===== src/rtl/oc8051_prog_mem.sv =====
// oc8051 in-system-loadable program memory.
// Registered 3-byte fetch window with req/ack handshake and wait states.
module oc8051_prog_mem #(
  parameter int INT_ROM_WID = 7,
  parameter int WAIT_STATES = 0
) (
  input  logic                   clk,
  input  logic                   rst,
  input  logic [15:0]            addr,
  input  logic                   fetch_req,
  output logic                   ea_int,
  output logic [7:0]             data1,
  output logic [7:0]             data2,
  output logic [7:0]             data3,
  output logic                   fetch_ack,
  output logic                   busy,
  input  logic                   prog_en,
  input  logic                   prog_wr,
  input  logic [7:0]             prog_data,
  output logic [INT_ROM_WID-1:0] prog_ptr
);

  localparam int DEPTH = 1 << INT_ROM_WID;
  localparam logic [0:0] ST_IDLE = 1'b0;
  localparam logic [0:0] ST_READ = 1'b1;
  localparam logic [3:0] L_WS = 4'(WAIT_STATES);
  localparam logic [INT_ROM_WID-1:0] L_ONE = 1;
  localparam logic [INT_ROM_WID-1:0] L_TWO = 2;

  logic [7:0]             r_mem [DEPTH];
  logic [0:0]             r_state;
  logic [3:0]             r_cnt;
  logic [INT_ROM_WID-1:0] r_addr_q;
  logic [INT_ROM_WID-1:0] r_ptr;
  logic                   r_pen_q;
  logic                   r_ack;
  logic [7:0]             r_d1;
  logic [7:0]             r_d2;
  logic [7:0]             r_d3;

  logic                   w_rise;
  logic                   w_we;
  logic [INT_ROM_WID-1:0] w_wptr;
  logic [INT_ROM_WID-1:0] w_a1;
  logic [INT_ROM_WID-1:0] w_a2;

  assign ea_int = (addr[15:INT_ROM_WID] == '0);
  assign w_rise = prog_en & ~r_pen_q;
  assign w_we   = prog_en & prog_wr;
  assign w_wptr = w_rise ? '0 : r_ptr;
  assign w_a1   = r_addr_q + L_ONE;
  assign w_a2   = r_addr_q + L_TWO;

  assign data1     = r_d1;
  assign data2     = r_d2;
  assign data3     = r_d3;
  assign fetch_ack = r_ack;
  assign prog_ptr  = r_ptr;
  assign busy      = (r_state == ST_READ) | prog_en;

  // Array is deliberately not reset so a loaded image survives rst.
  always_ff @(posedge clk) begin
    if (w_we) begin
      r_mem[w_wptr] <= prog_data;
    end
  end

  always_ff @(posedge clk or posedge rst) begin
    if (rst) begin
      r_ptr   <= '0;
      r_pen_q <= 1'b0;
    end else begin
      r_pen_q <= prog_en;
      if (w_we) begin
        r_ptr <= w_wptr + L_ONE;
      end else if (w_rise) begin
        r_ptr <= '0;
      end
    end
  end

  always_ff @(posedge clk or posedge rst) begin
    if (rst) begin
      r_state  <= ST_IDLE;
      r_cnt    <= 4'd0;
      r_addr_q <= '0;
      r_ack    <= 1'b0;
      r_d1     <= 8'h00;
      r_d2     <= 8'h00;
      r_d3     <= 8'h00;
    end else begin
      r_ack <= 1'b0;
      case (r_state)
        ST_IDLE: begin
          if (fetch_req && ea_int && !prog_en) begin
            r_addr_q <= addr[INT_ROM_WID-1:0];
            r_cnt    <= L_WS;
            r_state  <= ST_READ;
          end
        end
        default: begin
          if (prog_en) begin
            r_state <= ST_IDLE;
          end else if (r_cnt != 4'd0) begin
            r_cnt <= r_cnt - 4'd1;
          end else begin
            r_d1    <= r_mem[r_addr_q];
            r_d2    <= r_mem[w_a1];
            r_d3    <= r_mem[w_a2];
            r_ack   <= 1'b1;
            r_state <= ST_IDLE;
          end
        end
      endcase
    end
  end

endmodule


===== config.mk =====
export PLATFORM = sky130hd
export DESIGN_NAME = oc8051_prog_mem
export DESIGN_NICKNAME = d
export VERILOG_FILES = /design/src/rtl/oc8051_prog_mem.sv
export SDC_FILE = /design/constraint.sdc
export NUM_CORES = 2
export LEC_CHECK = 0
export ABC_AREA = 0
export BUFFER_PORTS_ARGS = -buffer_cell sky130_fd_sc_hd__buf_2
export CORE_UTILIZATION = 65
export CTS_CLUSTER_DIAMETER = 80
export DETAILED_ROUTE_END_ITERATION = 16
export PLACE_DENSITY_LB_ADDON = 0.1
export SLEW_MARGIN = 20
export SYNTH_ARGS = -nofsm -noshare
export SYNTH_HDL_FRONTEND = slang
export SYNTH_SLANG_ARGS = --single-unit

===== constraint.sdc =====
create_clock -name clk -period 7.3 [get_ports clk]
set_input_delay 0.73 -clock clk [delete_from_list [all_inputs] [get_ports clk]]
set_output_delay 0.73 -clock clk [all_outputs]
set_load 0.02 [all_outputs]

After elaboration in Yosys (flattened, before gate mapping) --
Memory sizes are Yosys's and may differ from the RTL's. A register that Yosys moved wholly into a read port is not among the register bits. Cells that the tools add are included.
Word-level totals: latch bits 0, register bits after elaboration 21, logic and storage cells 44, bits of input ports 29, memory bits (read-only) 0, memories 1, memory bits (writable) 1024
Operators by class: reductions and logical operators 9, magnitude comparators 0, eq/ne operators 2, $add $sub $neg 4, $mul 0, muxes and demuxes 15, divide/modulo/power cells 0, bitwise gates (word level) 7, shifts and indexed selects 0
Memory list:
- r_mem | words 128, width 8, rd ports 3, clocked after memory_dff 3, wr ports 1, RTL line 30 | logic [7:0] r_mem [DEPTH];
Operators with widths (count):
- 4-bit 2-to-1 mux | 4
- 7-bit by 1-bit adder with 7-bit output, second input constant | 2
- 7-bit 2-to-1 mux | 2
- 9-bit logical NOT | 1
- 1-bit 2-to-1 mux | 9
- 7-bit by 2-bit adder with 7-bit output, second input constant | 1
- 3-bit AND reduction | 2
- 1-bit inverter | 4
- 4-bit nonzero test | 1
- 4-bit by 1-bit subtractor with 4-bit output, second input constant | 1
- 1-bit bitwise AND | 2
- 1-bit logical AND | 2
- 2-bit by 1-bit inequality test with 1-bit output, second input constant | 1
- 2-bit inequality test, second input constant | 1
- 2-bit AND reduction | 1
- 2-bit nonzero test | 1
- 1-bit logical NOT | 1
- 1-bit bitwise OR | 1

Longest topological paths before layout --
word-level depth 5, mapped depth 12, depth with buffers taken out 9

Worst setup path before layout --
Ideal clock, no wire load.
path kind input-to-reg, from input port addr[9], to register r_cnt[3], buffers on the path 0, stages on the path 7, arrival time 2.724 ns, library setup time 0.119 ns, setup slack 4.457 ns, cells stage by stage or4_1 nor4_4 nand3_4 a21oi_1 nor4b_2 xor2_1 and2_1
On the way: word-level cells in the longest chain between the ends 5
Ends and longest elaborated chain:
- start: declaration | RTL line 9 | input logic [15:0] addr,
- 9-bit logical NOT | RTL line 47 | assign ea_int = (addr[15:INT_ROM_WID] == '0);
- net ea_int | RTL line 11 | output logic ea_int,
- 1-bit logical AND (2 in series) | RTL line 95 | if (fetch_req && ea_int && !prog_en) begin
- 2-bit nonzero test (no line)
- 3-bit AND reduction (no line)
- end signal: assignment | RTL line 105 | r_cnt <= r_cnt - 4'd1;
- end: declaration | RTL line 32 | logic [3:0] r_cnt;
The timed path passes the listed nets, and every way through them passes these cells. A chain may end at the register's enable or synchronous reset.

Worst setup path after layout --
from register r_addr_q[0], to register r_d3[2] (netlist: data3[2]) (read register of r_mem)
On the way: word-level cells in the longest chain between the ends 1
Ends and longest elaborated chain:
- start: declaration | RTL line 33 | logic [INT_ROM_WID-1:0] r_addr_q;
- start signal: assignment | RTL line 96 | r_addr_q <= addr[INT_ROM_WID-1:0];
- 7-bit by 2-bit adder with 7-bit output | RTL line 52 | assign w_a2 = r_addr_q + L_TWO;
- end: declaration | RTL line 39 | logic [7:0] r_d3;
Every way passes these cells.

==> impl_metrics.ini <==
[power]
p_clk_share_pct = 43.9
peakVddDrop_mv = 0.2483
pwr_density_cell_mw_per_mm2 = 207.4
power_frac_comb_pct = 4.9
p_seq_share_pct = 51.2
p_int_w = 0.01030
p_switching_w = 0.002911
leakage_nw = 18.61
netSwitchingFraction_pct = 22.04

[grt]
grt_pass1_vias = 36190
antenna_found_initial = 8
overflow = 0
grt_max_degree = 144
grtUsageTotal_pct = 43.10
grt_pass1_wl_mm = 271.3

[clock_network]
cts_resized = 0
clock_latency_ns = 0.73
clock_path_buffers = 3
cts-root-buf = clkbuf_16
holdBufCountCts = 0
cts_sinks = 1069
cts_htree_levels = 3
tritoncts = yes
cts_made_buffers = 109
cts.reportedPaths.clkPinSlew_ns = 0.07
post_cts_buffers = 0

[synth]
syn_nets = 3239
synthesis.area_mm2 = 0.05868
avgSynthCellArea_um2 = 18.31
yosys_warnings = 0
synthArstFlopShare_pct = 4.210
synth_edf_count = 1024
ys_ff_latch = 1069
seq_area_frac_synth_pct = 54.32
synth_top_area_share_pct = 52.40
synthFlopType = edfxtp_1
syn_inst = 3205
yosysUniqueCellTypes = 64
yosysTopAreaCell = edfxtp_1
synth_area_leaders = edfxtp_1 52%, mux4_2 32%, mux2i_1 2.0%

[sta]
worst_pin_slew_ns = 1.224
period_share_pct = 67.55
finalSetupViolations = 0
rsz0062_at_grt = no
hold-worst-slack_ns = 0.2000
setup_tns_ns = 0
clock_skew_ns = 0.02449
slew_headroom_pct = 16.06
max_freq_mhz = 202.8
period_minus_slack_ns = 4.931
hold_violations = 0
slew_viol_final = 0

[detailed_routing]
avgRoutedWirePerCell_um = 43.20
drt-total-wl_mm = 192.6
route.detailed.drc = 0
drt_iter0_drc = 6865
drtAntennaViolNets = 0
dr.pass1.iters = 6
vias = 37490
viasPerCell = 8.409

[floorplan]
start_util_pct = 65.99
die_h_um = 302.5
design.core.area_mm2 = 0.08892
die_w_um = 302.5
fp-row-count = 109
dieArea_mm2 = 0.09148
ioPinCount = 63

[layout]
finalNetCount = 3231
fin_area_mm2 = 0.06369
layout-drive-gt1-share_pct = 38.66
syn_to_final_growth_pct = 8.546

[hold_path]
worstHoldPathType = in2async

[placed_design]
dp_hpwl_mm = 126.5
dpl-instance-area_mm2 = 0.06002
gp_routability_congestion = 1.007
portBuffers = 62

[outcome]
outcome = finished, final reports clean

[setup_path]
cp_data_required_time_ns = 7.90
critPathMaxFanout = 49
worstPathArrival_ns = 5.53
critPathLaunchType = flop
worstSetupPathType = reg2reg
end_kind = flop

[flow_run]
cap_violations = 0
-- final cells by class --
type,instances,area (um2)
sequential,1069,31890
inverter,8,30.03
tap,1165,1458
antenna,5,12.51
fill,5379,25230
timing repair buffer,170,1282
multi-input combinational,1839,25380
clock inverter,59,688.2
clock buffer,143,2948
-- Yosys cell counts (9+ instances only) --
master and n:
a211oi_1 27, a21oi_1 55, a221oi_1 12, a22oi_1 9, a311oi_1 9, a31oi_1 14, and2_1 11, and3_1 9
buf_1 15, buf_2 89, buf_4 61, buf_6 24, clkbuf_1 99, dfrtp_1 45, edfxtp_1 1024, mux2_2 40
mux2i_1 118, mux4_2 842, nand2_1 186, nand2b_1 11, nand3_1 53, nand4_1 22, nor2_1 173, nor2b_1 22
nor3_1 15, o211ai_1 14, o21ai_0 49, o221ai_1 17, o22ai_1 24, or3_1 14, xnor2_1 11, xor2_1 9
-- power groups by stage --
stage / clock network, W / logic [W] / registers (W)
floorplan: 0 / 0.000349 / 0.00689
global placement: 0 / 0.000608 / 0.00689
detailed placement: 0 / 0.000622 / 0.00690
CTS: 0.00579 / 0.000624 / 0.00677
global route: 0.00600 / 0.000659 / 0.00677
finish: 0.00580 / 0.000641 / 0.00677
-- registers in the layout, indices dropped and copies added (netlist names) --
register   cells
data1          8
data2          8
data3          8
fetch_ack      1
prog_ptr       7
r_addr_q       7
r_cnt          4
r_mem       1024
r_pen_q        1
r_state        1
-- cells by family after synthesis --
kind of cell	share of synthesized area, %
simple gates	4.118
xor+xnor	0.3732
buf+inv	2.806
compound gates	3.175
mux	35.10
fa+ha+maj	0.1066
flops	54.32
-- metrics by stage --
stage	setup WS, ns	util, %	total power (W)	instances
after floorplan	4.457	-	0.007234	3205
after global placement	2.340	67.45	0.007501	4251
after detailed placement	2.480	67.49	0.007518	4251
after CTS	2.403	71.58	0.01318	4453
after global routing	2.028	71.61	0.01342	4453
final	2.369	71.63	0.01321	4458
-- routing by layer --
layer / global-route usage (%) / wire length (um)
met3: 15.20 / 31250
met1: 59.41 / 64610
met5: 0 / 41
met2: 61.23 / 84700
met4: 23.22 / 11980
-- worst max-delay path: stages (launching register included) --
cell,delay (ns)
dfrtp_4,0.94
buf_4,0.73
buf_4,0.80
mux4_2,0.61
mux4_2,0.54
mux2i_1,0.56
a211oi_1,0.17
a211o_1,0.32
-- cell usage in the layout (no fill, tap or decap), types with 7 or more instances in the layout --
| cell type | count |
|---|---|
| buf_2 | 54 |
| nand2_1 | 186 |
| nor3_1 | 15 |
| o221ai_1 | 17 |
| bufinv_16 | 14 |
| nor2_2 | 25 |
| buf_4 | 104 |
| buf_12 | 11 |
| a221o_1 | 7 |
| a211o_1 | 7 |
| a31oi_1 | 14 |
| a32oi_1 | 7 |
| o21ai_0 | 47 |
| dfrtp_1 | 40 |
| a211oi_1 | 27 |
| a21oi_1 | 55 |
| a22oi_1 | 9 |
| mux2i_1 | 117 |
| mux2_2 | 40 |
| a311oi_1 | 9 |
| nand2b_1 | 11 |
| nor2b_1 | 22 |
| o211ai_1 | 14 |
| o22ai_1 | 24 |
| and2_1 | 11 |
| or3_1 | 14 |
| clkinv_1 | 9 |
| mux4_2 | 842 |
| clkbuf_1 | 27 |
| nand3_1 | 52 |
| clkinv_2 | 25 |
| edfxtp_1 | 1024 |
| clkbuf_16 | 111 |
| and3_1 | 9 |
| a221oi_1 | 12 |
| nor2_1 | 148 |
| nand4_1 | 22 |
-- worst paths after layout --
kind | from | end | slack (ns) | cells after the start
max in group asynchronous | rst | r_addr_q[1] | 6.33 | 3
min reg2reg | data2[3] | data2[3] | 0.56 | 1
max | r_addr_q[0] | data3[2] | 2.37 | 7
min | rst | r_state | 0.20 | 3
min in group clk | addr[4] | r_addr_q[4] | 0.23 | 2
max reg2reg | r_addr_q[0] | data3[2] | 2.37 | 7
No activity file was read; power rests on OpenSTA's default activity.
